$ cat src/rtl/enigma_stream_feeder.sv
// enigma_stream_feeder: front end of the enigma core.
// Host ASCII bytes are buffered in a FIFO. Each letter goes through the core
// one at a time. Every other byte bypasses the core. All results leave in the
// original stream order.
// Optional build macro LOWERCASE_FOLD_EN: when it is defined, lowercase letters
// are folded to uppercase and sent through the core. When it is undefined,
// lowercase bytes pass through unchanged like punctuation.
module enigma_stream_feeder #(
    parameter int DEPTH   = 16,
    parameter int TIMEOUT = 255
) (
    input  logic        clk,
    input  logic        reset,
    input  logic        s_valid,
    input  logic [7:0]  s_data,
    output logic        s_ready,
    output logic        core_valid,
    output logic [7:0]  core_din,
    input  logic        core_done,
    input  logic [7:0]  core_dout,
    output logic        m_valid,
    output logic [7:0]  m_data,
    input  logic        m_ready,
    output logic        busy,
    output logic [15:0] letter_count,
    output logic        timeout_err
);

    localparam int AW = (DEPTH > 1) ? $clog2(DEPTH) : 1;
    localparam logic [15:0] WAIT_LAST = 16'(TIMEOUT - 1);
    localparam logic [7:0]  TIMEOUT_CHAR = 8'h3F;

    typedef enum logic [1:0] {
        IDLE  = 2'd0,
        ISSUE = 2'd1,
        WAIT  = 2'd2,
        OUT   = 2'd3
    } state_t;

    // The byte popped from the FIFO is held in one of two places. A letter is
    // held in core_din_q, which drives the core. A bypass byte goes straight
    // into m_data_q. Because of this, no separate hold register is needed.
    state_t      state_q, state_d;
    logic [AW:0] wr_ptr_q, wr_ptr_d;
    logic [AW:0] rd_ptr_q, rd_ptr_d;
    logic [15:0] wait_cnt_q, wait_cnt_d;
    logic [15:0] letter_count_q, letter_count_d;
    logic        timeout_err_q, timeout_err_d;
    logic        core_valid_q, core_valid_d;
    logic [7:0]  core_din_q, core_din_d;
    logic        m_valid_q, m_valid_d;
    logic [7:0]  m_data_q, m_data_d;

    logic [7:0]  fifo_mem [DEPTH];
    logic        fifo_empty;
    logic        fifo_full;
    logic        wr_en;
    logic        rd_en;
    logic [7:0]  head_byte;

    // Returns 1 for bytes that must go through the core.
    function automatic logic is_letter(input logic [7:0] b);
`ifdef LOWERCASE_FOLD_EN
        return ((b >= 8'h41) && (b <= 8'h5A)) || ((b >= 8'h61) && (b <= 8'h7A));
`else
        return (b >= 8'h41) && (b <= 8'h5A);
`endif
    endfunction

    // Maps a letter to the uppercase form that the core expects.
    function automatic logic [7:0] core_letter(input logic [7:0] b);
`ifdef LOWERCASE_FOLD_EN
        return ((b >= 8'h61) && (b <= 8'h7A)) ? (b - 8'h20) : b;
`else
        return b;
`endif
    endfunction

    // Each pointer has one extra wrap bit. Equal pointers mean the FIFO is
    // empty. If only the wrap bits differ, the FIFO is full. When the FIFO is
    // full, a write must wait for a pop in an earlier cycle.
    assign fifo_empty = (wr_ptr_q == rd_ptr_q);
    assign fifo_full  = (wr_ptr_q[AW] != rd_ptr_q[AW]) &&
                        (wr_ptr_q[AW-1:0] == rd_ptr_q[AW-1:0]);
    assign s_ready    = !fifo_full;
    assign wr_en      = s_valid && !fifo_full;
    assign rd_en      = (state_q == IDLE) && !fifo_empty;
    assign head_byte  = fifo_mem[rd_ptr_q[AW-1:0]];

    assign core_valid   = core_valid_q;
    assign core_din     = core_din_q;
    assign m_valid      = m_valid_q;
    assign m_data       = m_data_q;
    assign letter_count = letter_count_q;
    assign timeout_err  = timeout_err_q;
    assign busy         = (state_q != IDLE) || !fifo_empty;

    // FIFO storage. It has no reset, because the pointers decide which entries
    // are valid.
    always_ff @(posedge clk) begin
        if (wr_en) begin
            fifo_mem[wr_ptr_q[AW-1:0]] <= s_data;
        end
    end

    // Next-state logic for the FIFO pointers and the byte-sequencing FSM.
    always_comb begin
        state_d        = state_q;
        wr_ptr_d       = wr_ptr_q + (AW+1)'(wr_en);
        rd_ptr_d       = rd_ptr_q + (AW+1)'(rd_en);
        wait_cnt_d     = wait_cnt_q;
        letter_count_d = letter_count_q;
        timeout_err_d  = timeout_err_q;
        core_valid_d   = 1'b0;
        core_din_d     = core_din_q;
        m_valid_d      = m_valid_q;
        m_data_d       = m_data_q;

        case (state_q)
            IDLE: begin
                if (!fifo_empty) begin
                    if (is_letter(head_byte)) begin
                        core_din_d   = core_letter(head_byte);
                        core_valid_d = 1'b1;
                        state_d      = ISSUE;
                    end else begin
                        m_data_d  = head_byte;
                        m_valid_d = 1'b1;
                        state_d   = OUT;
                    end
                end
            end
            ISSUE: begin
                wait_cnt_d = 16'd0;
                state_d    = WAIT;
            end
            WAIT: begin
                if (core_done) begin
                    m_data_d  = core_dout;
                    m_valid_d = 1'b1;
                    if (letter_count_q != 16'hFFFF) begin
                        letter_count_d = letter_count_q + 16'd1;
                    end
                    state_d = OUT;
                end else if (wait_cnt_q == WAIT_LAST) begin
                    timeout_err_d = 1'b1;
                    m_data_d      = TIMEOUT_CHAR;
                    m_valid_d     = 1'b1;
                    state_d       = OUT;
                end else begin
                    wait_cnt_d = wait_cnt_q + 16'd1;
                end
            end
            OUT: begin
                if (m_ready) begin
                    m_valid_d = 1'b0;
                    state_d   = IDLE;
                end
            end
            default: begin
                state_d = IDLE;
            end
        endcase
    end

    // State register. Reset discards the FIFO contents and any byte in flight.
    always_ff @(posedge clk or posedge reset) begin
        if (reset) begin
            state_q        <= IDLE;
            wr_ptr_q       <= '0;
            rd_ptr_q       <= '0;
            wait_cnt_q     <= '0;
            letter_count_q <= '0;
            timeout_err_q  <= 1'b0;
            core_valid_q   <= 1'b0;
            core_din_q     <= '0;
            m_valid_q      <= 1'b0;
            m_data_q       <= '0;
        end else begin
            state_q        <= state_d;
            wr_ptr_q       <= wr_ptr_d;
            rd_ptr_q       <= rd_ptr_d;
            wait_cnt_q     <= wait_cnt_d;
            letter_count_q <= letter_count_d;
            timeout_err_q  <= timeout_err_d;
            core_valid_q   <= core_valid_d;
            core_din_q     <= core_din_d;
            m_valid_q      <= m_valid_d;
            m_data_q       <= m_data_d;
        end
    end

endmodule

$ cat config.mk
export PLATFORM = sky130hd
export DESIGN_NAME = enigma_stream_feeder
export DESIGN_NICKNAME = d
export VERILOG_FILES = /design/src/rtl/enigma_stream_feeder.sv
export SDC_FILE = /design/constraint.sdc
export NUM_CORES = 1
export LEC_CHECK = 0
export ABC_CLOCK_PERIOD_IN_PS = 2500
export BUFFER_PORTS_ARGS = -buffer_cell sky130_fd_sc_hd__buf_2
export CORE_UTILIZATION = 52
export DETAILED_ROUTE_END_ITERATION = 8
export PLACE_DENSITY_LB_ADDON = 0.12
export REMOVE_ABC_BUFFERS = 1
export SETUP_SLACK_MARGIN = 0.4
export SLEW_MARGIN = 20
export SYNTH_ARGS = -nofsm -noshare
export SYNTH_HDL_FRONTEND = slang
export SYNTH_SLANG_ARGS = --single-unit
export TNS_END_PERCENT = 10
$ cat constraint.sdc
create_clock -name clk -period 2.5 [get_ports clk]
set_input_delay 0.5 -clock clk [delete_from_list [all_inputs] [get_ports clk]]
set_output_delay 0.5 -clock clk [all_outputs]
set_load 0.01 [all_outputs]
### Word level (Yosys, flattened, before mapping)

Memory sizes are Yosys's and may differ from the RTL's.
Index checks and enable logic that the tools add are counted.

| word-level totals | value |
|---|---|
| input port bits | 21 |
| memories | 1 |
| output and inout bits | 37 |
| flip-flop bits (word level) | 63 |
| bits in writable memories | 128 |
| word-level logic and storage cells | 77 |

Memories:

| memory | depth | bits a word | rd ports | clocked after Yosys merged registers in | wr ports | RTL line | source |
|---|---|---|---|---|---|---|---|
| fifo_mem | 16 | 8 | 1 | 0 | 1 | 54 | `logic [7:0] fifo_mem [DEPTH];` |

| cells by class | value |
|---|---|
| add/sub/neg operators | 4 |
| multiplexer cells | 25 |
| bitwise logic cells | 2 |
| reductions and logical operators | 19 |
| magnitude comparators | 2 |
| eq/ne operators | 14 |

Operators by type and width:

| cell | number |
|---|---|
| 16-bit by 1-bit adder with 16-bit output (second input constant) | 2 |
| 16-bit two-way mux | 2 |
| 8-bit two-way mux | 4 |
| 16-bit one-hot mux with 2 select lines | 1 |
| 16-bit by 8-bit == test with 1-bit output (second input constant) | 1 |
| 16-bit != test (second input constant) | 1 |
| 8-bit one-hot mux with 2 select lines | 1 |
| 3-bit AND reduction | 5 |
| 5-bit by 1-bit adder with 5-bit output | 2 |
| 1-bit two-way mux | 10 |
| 2-bit two-way mux | 5 |
| 2-bit != test (second input constant) | 5 |
| 8-bit by 7-bit greater-or-equal comparator with 1-bit output (second input constant) | 1 |
| 8-bit by 7-bit less-or-equal comparator with 1-bit output (second input constant) | 1 |
| 2-bit one-hot mux with 4 select lines | 1 |
| 2-bit nonzero test | 3 |
| 5-bit == test | 1 |
| 5-bit AND reduction | 1 |
| 2-bit == test (second input constant) | 2 |
| 4-bit == test | 1 |
| 1-bit logical AND | 4 |
| 4-bit AND reduction | 1 |
| 3-bit != test (second input constant) | 1 |
| 1-bit one-hot mux with 3 select lines | 1 |
| 7 further kinds | 9 |

### Logic depth before layout (Yosys ltp)

Gate-level depths: netlist of run 1.

| depth | value |
|---|---|
| depth after elaboration | 6 |
| depth in mapped cells | 10 |
| mapped depth without buffers | 9 |

### Worst setup path after synthesis of run 1

Ideal clock, no wire load.

| timing path | value |
|---|---|
| path type | reg2reg |
| start | reg wr_ptr_q[3] |
| end | mem fifo_mem[0][0], enable pin |
| setup time | 0.383 ns |
| stages on the path, launching flop included | 9 |
| buffers on the path | 2 |
| clock period less this slack | 2.743 ns |
| setup slack | -0.243 ns |
| required time | 2.117 ns |
| arrival | 2.360 ns |
| cell sequence | dfrtp_1 clkbuf_1 xor2_1 nor4_1 nand2b_1 and2_1 clkbuf_1 or3b_2 nor3_1 |

| between the ends | value |
|---|---|
| word-level cells in the longest chain between the ends | 6 |

RTL lines:

| element | RTL line | source |
|---|---|---|
| from (decl) | 44 | `logic [AW:0] wr_ptr_q, wr_ptr_d;` |
| from (signal assigned) | 181 | `wr_ptr_q <= wr_ptr_d;` |
| 4-bit == test | 84 | `(wr_ptr_q[AW-1:0] == rd_ptr_q[AW-1:0]);` |
| 1-bit logical AND | 83 | `assign fifo_full = (wr_ptr_q[AW] != rd_ptr_q[AW]) &&` |
| 1-bit zero test | -- |  |
| net s_ready | 16 | `output logic s_ready,` |
| 1-bit logical AND | 86 | `assign wr_en = s_valid && !fifo_full;` |
| 1-bit two-way mux | 101 | `if (wr_en) begin` |
| 1-bit two-way mux (not written as such) | 102 | `fifo_mem[wr_ptr_q[AW-1:0]] <= s_data;` |
| to (decl) | 54 |  |

The timed path passes the listed nets, and every way through them passes these cells.

### Final worst setup path of run 1

| timing path | value |
|---|---|
| start | reg rd_ptr_q[0] |
| end | reg core_din_q[4] (netlist: core_din[4]) |

| between the ends | value |
|---|---|
| word-level cells in the longest chain between the ends | 4 |
| elaborated cells on any way between the ends | 7 |
| those cells by class | order compare (2); eq/ne (1); bitwise (1); reduce/logical (2); memory (1) |

RTL lines:

| element | RTL line | source |
|---|---|---|
| from (decl) | 45 | `logic [AW:0] rd_ptr_q, rd_ptr_d;` |
| from (signal assigned) | 182 | `rd_ptr_q <= rd_ptr_d;` |
| memory 16 x 8 bit | -- |  |
| 8-bit by 7-bit greater-or-equal comparator with 1-bit output or 8-bit by 7-bit less-or-equal comparator with 1-bit output (tied branches) | 66 | `return (b >= 8'h41) && (b <= 8'h5A);` |
| 1-bit logical AND | 66 |  |
| 3-bit AND reduction (no source line) | -- |  |
| to (signal assigned) | 187 | `core_din_q <= core_din_d;` |
| to (decl) | 50 | `logic [7:0] core_din_q, core_din_d;` |

Parallel ways exist; a longest one is shown, timed or not.
A chain may end at the register's enable or synchronous reset.

==> results_dict.tcl, run 1 <==
set metrics [dict create \
    antenna_found_initial 0 \
    htree_levels 4 \
    first_iter_violations 411 \
    ys_warn_count 0 \
    syn_area_per_cell_sq_um 16.0 \
    grt_max_degree 64 \
    fill_cells 1056 \
    setup_slack_ns -0.298 \
    netlist_area_sq_um 8090 \
    ant_nets 0 \
    dr.pass1.iters 4 \
    diodes 0 \
    power_leakage_nw 3.93 \
    final_common_cell "edfxtp_1" \
    seq_area_sq_um 5420 \
    grt_overflow 0 \
    max_freq_mhz 357 \
    path_cells "buf_6, buf_12, mux4_2, a22oi_2, o21ai_2, or4_4, o21bai_4, nor3b_4, mux2_4" \
    syn2layout_area_growth_pct 24.2 \
    routed_wl_mm 16.8 \
    fp.coreArea_sq_um 15200 \
    io-pin-count 58 \
    cts_root_buffer "clkbuf_16" \
    arrival_ns 3.11 \
    wl_per_cell_um 20.2 \
    async_reset_ff_share_pct 33.0 \
    finalMaxSlewViolations 0 \
    post-route-period-util_pct 112 \
    cap_violations 0 \
    cts_sinks 191 \
    synth_enable_flop_cells 128 \
    start_kind "flop" \
    violations "negative setup slack" \
    yosys_register_bits 191 \
    tightest_slew_ns 0.596 \
    clkTransAtPathRegs_ns 0.07 \
    hpwl_mm 11.3 \
    clock_path_buffers 2 \
    die-area_sq_um 16100 \
    nets 667 \
    slowest_delay_ns 0.53 \
    initial_core_util_pct 53.2 \
    setup_viol 20 \
    grt_pass1_wl_mm 26.6 \
    synthDistinctLibCells 54 \
    p_per_area_nw_per_um2 1150 \
    cp_top_family "multiplexers" \
    yosysSeqAreaShare_pct 67.0 \
    die_height_um 127 \
    rsz0062_at_grt "true" \
    p_total_mw 11.6 \
    io_buffers 57 \
    cts_tree "done" \
    multi_input_area_sq_um 2770 \
    final_cell_mix "edfxtp_1, dfrtp_1, buf_2, buf_4, nor2_1" \
    critPathSlowestCell "or4_4" \
    grt_pass1_vias 4866 \
    crit_required_ns 2.81 \
    drc 0 \
    finalHoldViolCount 0 \
    skew_ns 0.0115 \
    cts-hold-fix-buffers 0 \
    avgViaCountPerCell 5.60 \
    critPathCaptureType "flop" \
    routabilityCongestion 0.783 \
    max-slew-margin-rel_pct 60.3 \
    vias 4674 \
    synth_flop_cell "edfxtp_1" \
    cts_buffers 17 \
    drive_gt1_share_pct 38.9 \
    max-vdd-ir-drop_mv 0.706 \
    cp.buffers_inverters 2 \
    status "complete, but fails checks" \
    period_needed_ns 2.80 \
    rows 45 \
    clk_latency_ns 0.43 \
    synth_cells 505 \
    track_usage_pct 22.6 \
    critPathKind "reg -> reg" \
    min_path_type "in -> async" \
    die_w_um 127 \
    fin_util_pct 66.1 \
    path_max_fanout 7 \
]
[per-layer routing]
| metal | vias up | share of wire [%] | global-route usage (%) |
|---|---|---|---|
| met5 | - | 0 | 0 |
| met1 | 2349 | 43 | 30.4 |
| met4 | 0 | 1.7 | 7.77 |
| li1 | 2157 | - | - |
| met3 | 22 | 6.2 | 4.77 |
| met2 | 146 | 49 | 37.1 |
[synthesized netlist by cell type (all sizes together) (12+ instances only)]
cell | instances | area, sq um
nand2 | 22 | 82.6
dfrtp | 63 | 1580
mux2i | 12 | 120
xor2 | 22 | 193
inv | 15 | 56.3
xnor2 | 19 | 166
nor2 | 43 | 164
mux4 | 32 | 766
o22ai | 12 | 75.1
nand3 | 12 | 60.1
ha | 13 | 163
edfxtp | 128 | 3840
[layout make-up]
class                   count  share of cell area, %
multi-input cells         282                   27.5
flip-flops and latches    191                   54.0
clock inverters            15                   1.32
repair buffers            126                   10.0
well taps                 188                   2.34
inverters                  15                  0.560
clock buffers              17                   4.23
[power breakdown]
part	leakage [nW]	internal (mW)	switching, mW
Sequential	1.96	3.89	0.295
Clock	0.266	1.31	1.23
Combinational	1.70	2.43	2.41
[worst paths after layout]
kind	start	end	slack (ns)	cells past startpoint
min in group clk	core_dout[2]	m_data[2]	0.37	3
worst max-delay path	rd_ptr_q[0]	core_din[4]	-0.30	9
worst min-delay path	reset	m_data[6]	0.14	3
worst min register to register	timeout_err	timeout_err	0.47	1
max in group asynchronous	reset	rd_ptr_q[1]	2.08	3
worst max register to register	rd_ptr_q[0]	core_din[4]	-0.30	9
[worst reg2reg max path, stage by stage (launching register included)]
cell and delay (ns):
dfrtp_2 0.40, buf_6 0.11, buf_12 0.12, mux4_2 0.51, a22oi_2 0.27, o21ai_2 0.10, or4_4 0.53, o21bai_4 0.21
nor3b_4 0.11, mux2_4 0.31
[repair_timing]
item                       4_1_cts  5_1_grt
setup endpoints to repair      165      171
buffers inserted                 7        1
hold endpoints to repair         0        0
cloned                           1        0
gates resized for setup         62       36
pin swaps                       19       18
[sequential cells by signal (all words and copies together), names as in the netlist]
register and flops:
core_valid 1, m_valid 1, core_din 8, wait_cnt_q 16, timeout_err 1, m_data 8
letter_count 16, fifo_mem 128, rd_ptr_q 5, wr_ptr_q 5, state_q 2
[metrics by stage]
| step | setup WS [ns] | hold WS, ns | instances | area [sq um] | setup TNS [ns] |
|---|---|---|---|---|---|
| 2_1_floorplan | -0.909 | 0.466 | 488 | 7980 | -49.97 |
| 3_3_place_gp | -0.375 | 0.446 | 793 | 9050 | -14.86 |
| 6_report | -0.298 | 0.140 | 834 | 10000 | -4.84 |
| 5_1_grt | -0.379 | 0.151 | 834 | 10000 | -6.75 |
| 3_5_place_dp | -0.406 | 0.447 | 793 | 9050 | -20.77 |
| 4_1_cts | -0.298 | 0.141 | 833 | 9890 | -4.60 |
[cell families after synthesis]
kind of cell | count (synthesis) | share of synthesized area, %
AO/OA/AOI/OAI | 43 | 3.77
XOR/XNOR | 41 | 4.44
adder cells (fa/ha/maj) | 13 | 2.01
buffers and inverters | 32 | 2.13
flip-flops | 191 | 67.0
multiplexers | 53 | 12.3
AND/OR/NAND/NOR | 132 | 8.38
Power figures use the tool's default switching activity.
==> run 2: changes to the inputs <==
--- a/config.mk
+++ b/config.mk
@@ -6,9 +6,9 @@
 export NUM_CORES = 1
 export LEC_CHECK = 0
 export ABC_CLOCK_PERIOD_IN_PS = 2500
-export BUFFER_PORTS_ARGS = -buffer_cell sky130_fd_sc_hd__buf_2
 export CORE_UTILIZATION = 52
 export DETAILED_ROUTE_END_ITERATION = 8
+export DONT_BUFFER_PORTS = 1
 export PLACE_DENSITY_LB_ADDON = 0.12
 export REMOVE_ABC_BUFFERS = 1
 export SETUP_SLACK_MARGIN = 0.4
==> run 2 against run 1 <==
Against the previous run:
- the run still ends with negative setup slack left
- register-to-register slack about the same
- sequential cell count is the same
- utilization fell by 1.2 points
- design area down 1.8%
- via count fell by 4.5%
- non-clock buffer count fell by 51
- sequential power grew 2%
- worst setup slack improved by 0.00076 ns
- total power increased by 0.22%
- cell count shrank 6.1%
- clock-buffer cell count did not move
- clock power increased by 2%
- critical endpoint is now core_din[0]
- largest cell class unchanged
- largest power group unchanged
- highest routed layer unchanged
==> results_dict.tcl, run 2 (synthesis results as in run 1) <==
set metrics [dict create \
    io-pin-count 58 \
    track_usage_pct 22.2 \
    min_path_type "in -> async" \
    switching_share_pct 33.9 \
    final_cell_mix "edfxtp_1, dfrtp_1, buf_4, mux4_2, nor2_1" \
    vias 4465 \
    clockPowerShare_pct 22.4 \
    setup_slack_ns -0.298 \
    critPathLaunch "rd_ptr_q[1]" \
    post-route-period-util_pct 112 \
    nets 616 \
    crit_required_ns 2.81 \
    reg2reg_slack_ns -0.30 \
    p_switching_mw 3.93 \
    ant_nets 0 \
    diodes 0 \
    timing.hold.ws_ns 0.0509 \
    grt_busiest_layer "met2" \
    critical_path.most_common_cell "buf_12" \
    use_met2_pct 35.8 \
    period_needed_ns 2.80 \
    hpwl_mm 10.7 \
    finalMaxSlewViolations 0 \
    finalHoldViolCount 0 \
    largest_reg_flops 128 \
    cts_sinks 191 \
    critPathCaptureType "flop" \
    initial_core_util_pct 53.2 \
    path_max_fanout 11 \
    final_common_cell "edfxtp_1" \
    cp-endpoint "core_din[0]" \
    avgViaCountPerCell 5.70 \
    rr_endpoint "core_din[0]" \
    violations "negative setup slack" \
    wl_per_cell_um 21.2 \
    worstReg2RegStart "rd_ptr_q[1]" \
    power_leakage_nw 3.72 \
    path_cells "buf_12, mux4_2, o21ai_0, o21ai_2, or4_4, o21bai_4, nor3b_4, buf_12, mux2_4" \
    critPathSlowestCell "or4_4" \
    layoutNonFillerInstCount 783 \
    drc 0 \
    dp_slack_ns -0.483 \
    cts_tree "done" \
    routed_wl_mm 16.6 \
    max_freq_mhz 357 \
    routabilityCongestion 0.768 \
    internal_power_mw 7.66 \
    io_buffers 0 \
    start_kind "flop" \
    grt_max_degree 33 \
    max-slew-margin-rel_pct 55.1 \
    grt_pass1_vias 4656 \
    clk_latency_ns 0.43 \
    arrival_ns 3.11 \
    cts_root_buffer "clkbuf_16" \
    clock_path_buffers 2 \
    rsz0062_at_grt "true" \
    place_inst 740 \
    post_dp_cell_area_sq_um 8830 \
    antenna_found_initial 0 \
    first_iter_violations 358 \
    htree_levels 4 \
    setup_viol 19 \
    fin_area_sq_um 9860 \
    skew_ns 0.0113 \
    status "complete, but fails checks" \
    die_height_um 127 \
    die-area_sq_um 16100 \
    tns_ns -4.48 \
    fp.coreArea_sq_um 15200 \
    combPwrFrac_pct 40.6 \
    rows 45 \
    fin_util_pct 64.9 \
    tightest_slew_ns 0.672 \
    max-vdd-ir-drop_mv 0.848 \
    p_per_area_nw_per_um2 1180 \
    critPathKind "reg -> reg" \
    grt_use_met1_pct 29.5 \
    met3_usage_pct 6.54 \
    cap_violations 0 \
    clkTransAtPathRegs_ns 0.07 \
    drive_gt1_share_pct 33.4 \
    slowest_delay_ns 0.55 \
    grt_pass1_wl_mm 25.9 \
    syn2layout_area_growth_pct 21.9 \
    die_w_um 127 \
    seqPwrFrac_pct 37.0 \
    r2r_cells 9 \
    cts_buffers 17 \
    p_total_mw 11.6 \
    dr.pass1.iters 4 \
    grt_overflow 0 \
]
-- run 2: changes by cell type in the layout (fill, tap and decap cells not counted), sizes merged --
cell / change
clkinv: -4
buf: -52
inv: +4
clkbuf: +1
-- run 2: area by class of cell --
class	instances	area [sq um]
flip-flops and latches	191	5420
repair buffers	75	807
multi-input cells	282	2780
fillers	1074	5340
clock buffers	17	425
clock inverters	15	141
well taps	188	235
inverters	15	56.3
-- run 2: per-layer routing --
metal / part of all wire, % / wire [um]
met5: 0 / 0
met4: 1.6 / 269
met3: 6.6 / 1090
met2: 48 / 8050
met1: 43 / 7190
-- run 2: worst min-delay path by stage --
stage                           start          end  cells past startpoint
final                           reset    m_data[4]                      1
after global routing            reset    m_data[4]                      1
after CTS                       reset    m_data[4]                      1
after detailed placement  rd_ptr_q[4]  rd_ptr_q[4]                      1
after global placement    rd_ptr_q[4]  rd_ptr_q[4]                      1
after floorplan           rd_ptr_q[4]  rd_ptr_q[4]                      1
-- run 2: power groups by stage --
stage	Sequential, mW	Combinational, mW	Clock [mW]
6_report	4.29	4.70	2.60
5_1_grt	4.34	5.05	2.76
4_1_cts	4.29	4.50	2.64
3_5_place_dp	4.34	3.91	0
3_3_place_gp	4.32	3.85	0
2_1_floorplan	4.51	2.06	0
-- run 2: repair_timing --
item	4_1_cts	5_1_grt
gates cloned	1	0
resized for setup	68	35
hold buffers	0	0
endpoints found under the setup margin	161	167
setup buffers	6	4
pin swaps	16	18
-- run 2: worst max-delay path, delay by kind of cell, from the launching register on --
kind                   cells  cell delay (ns)
AO/OA/AOI/OAI              3             0.53
buffers and inverters      2             0.32
flip-flops                 1             0.41
multiplexers               2             0.79
AND/OR/NAND/NOR            2             0.62
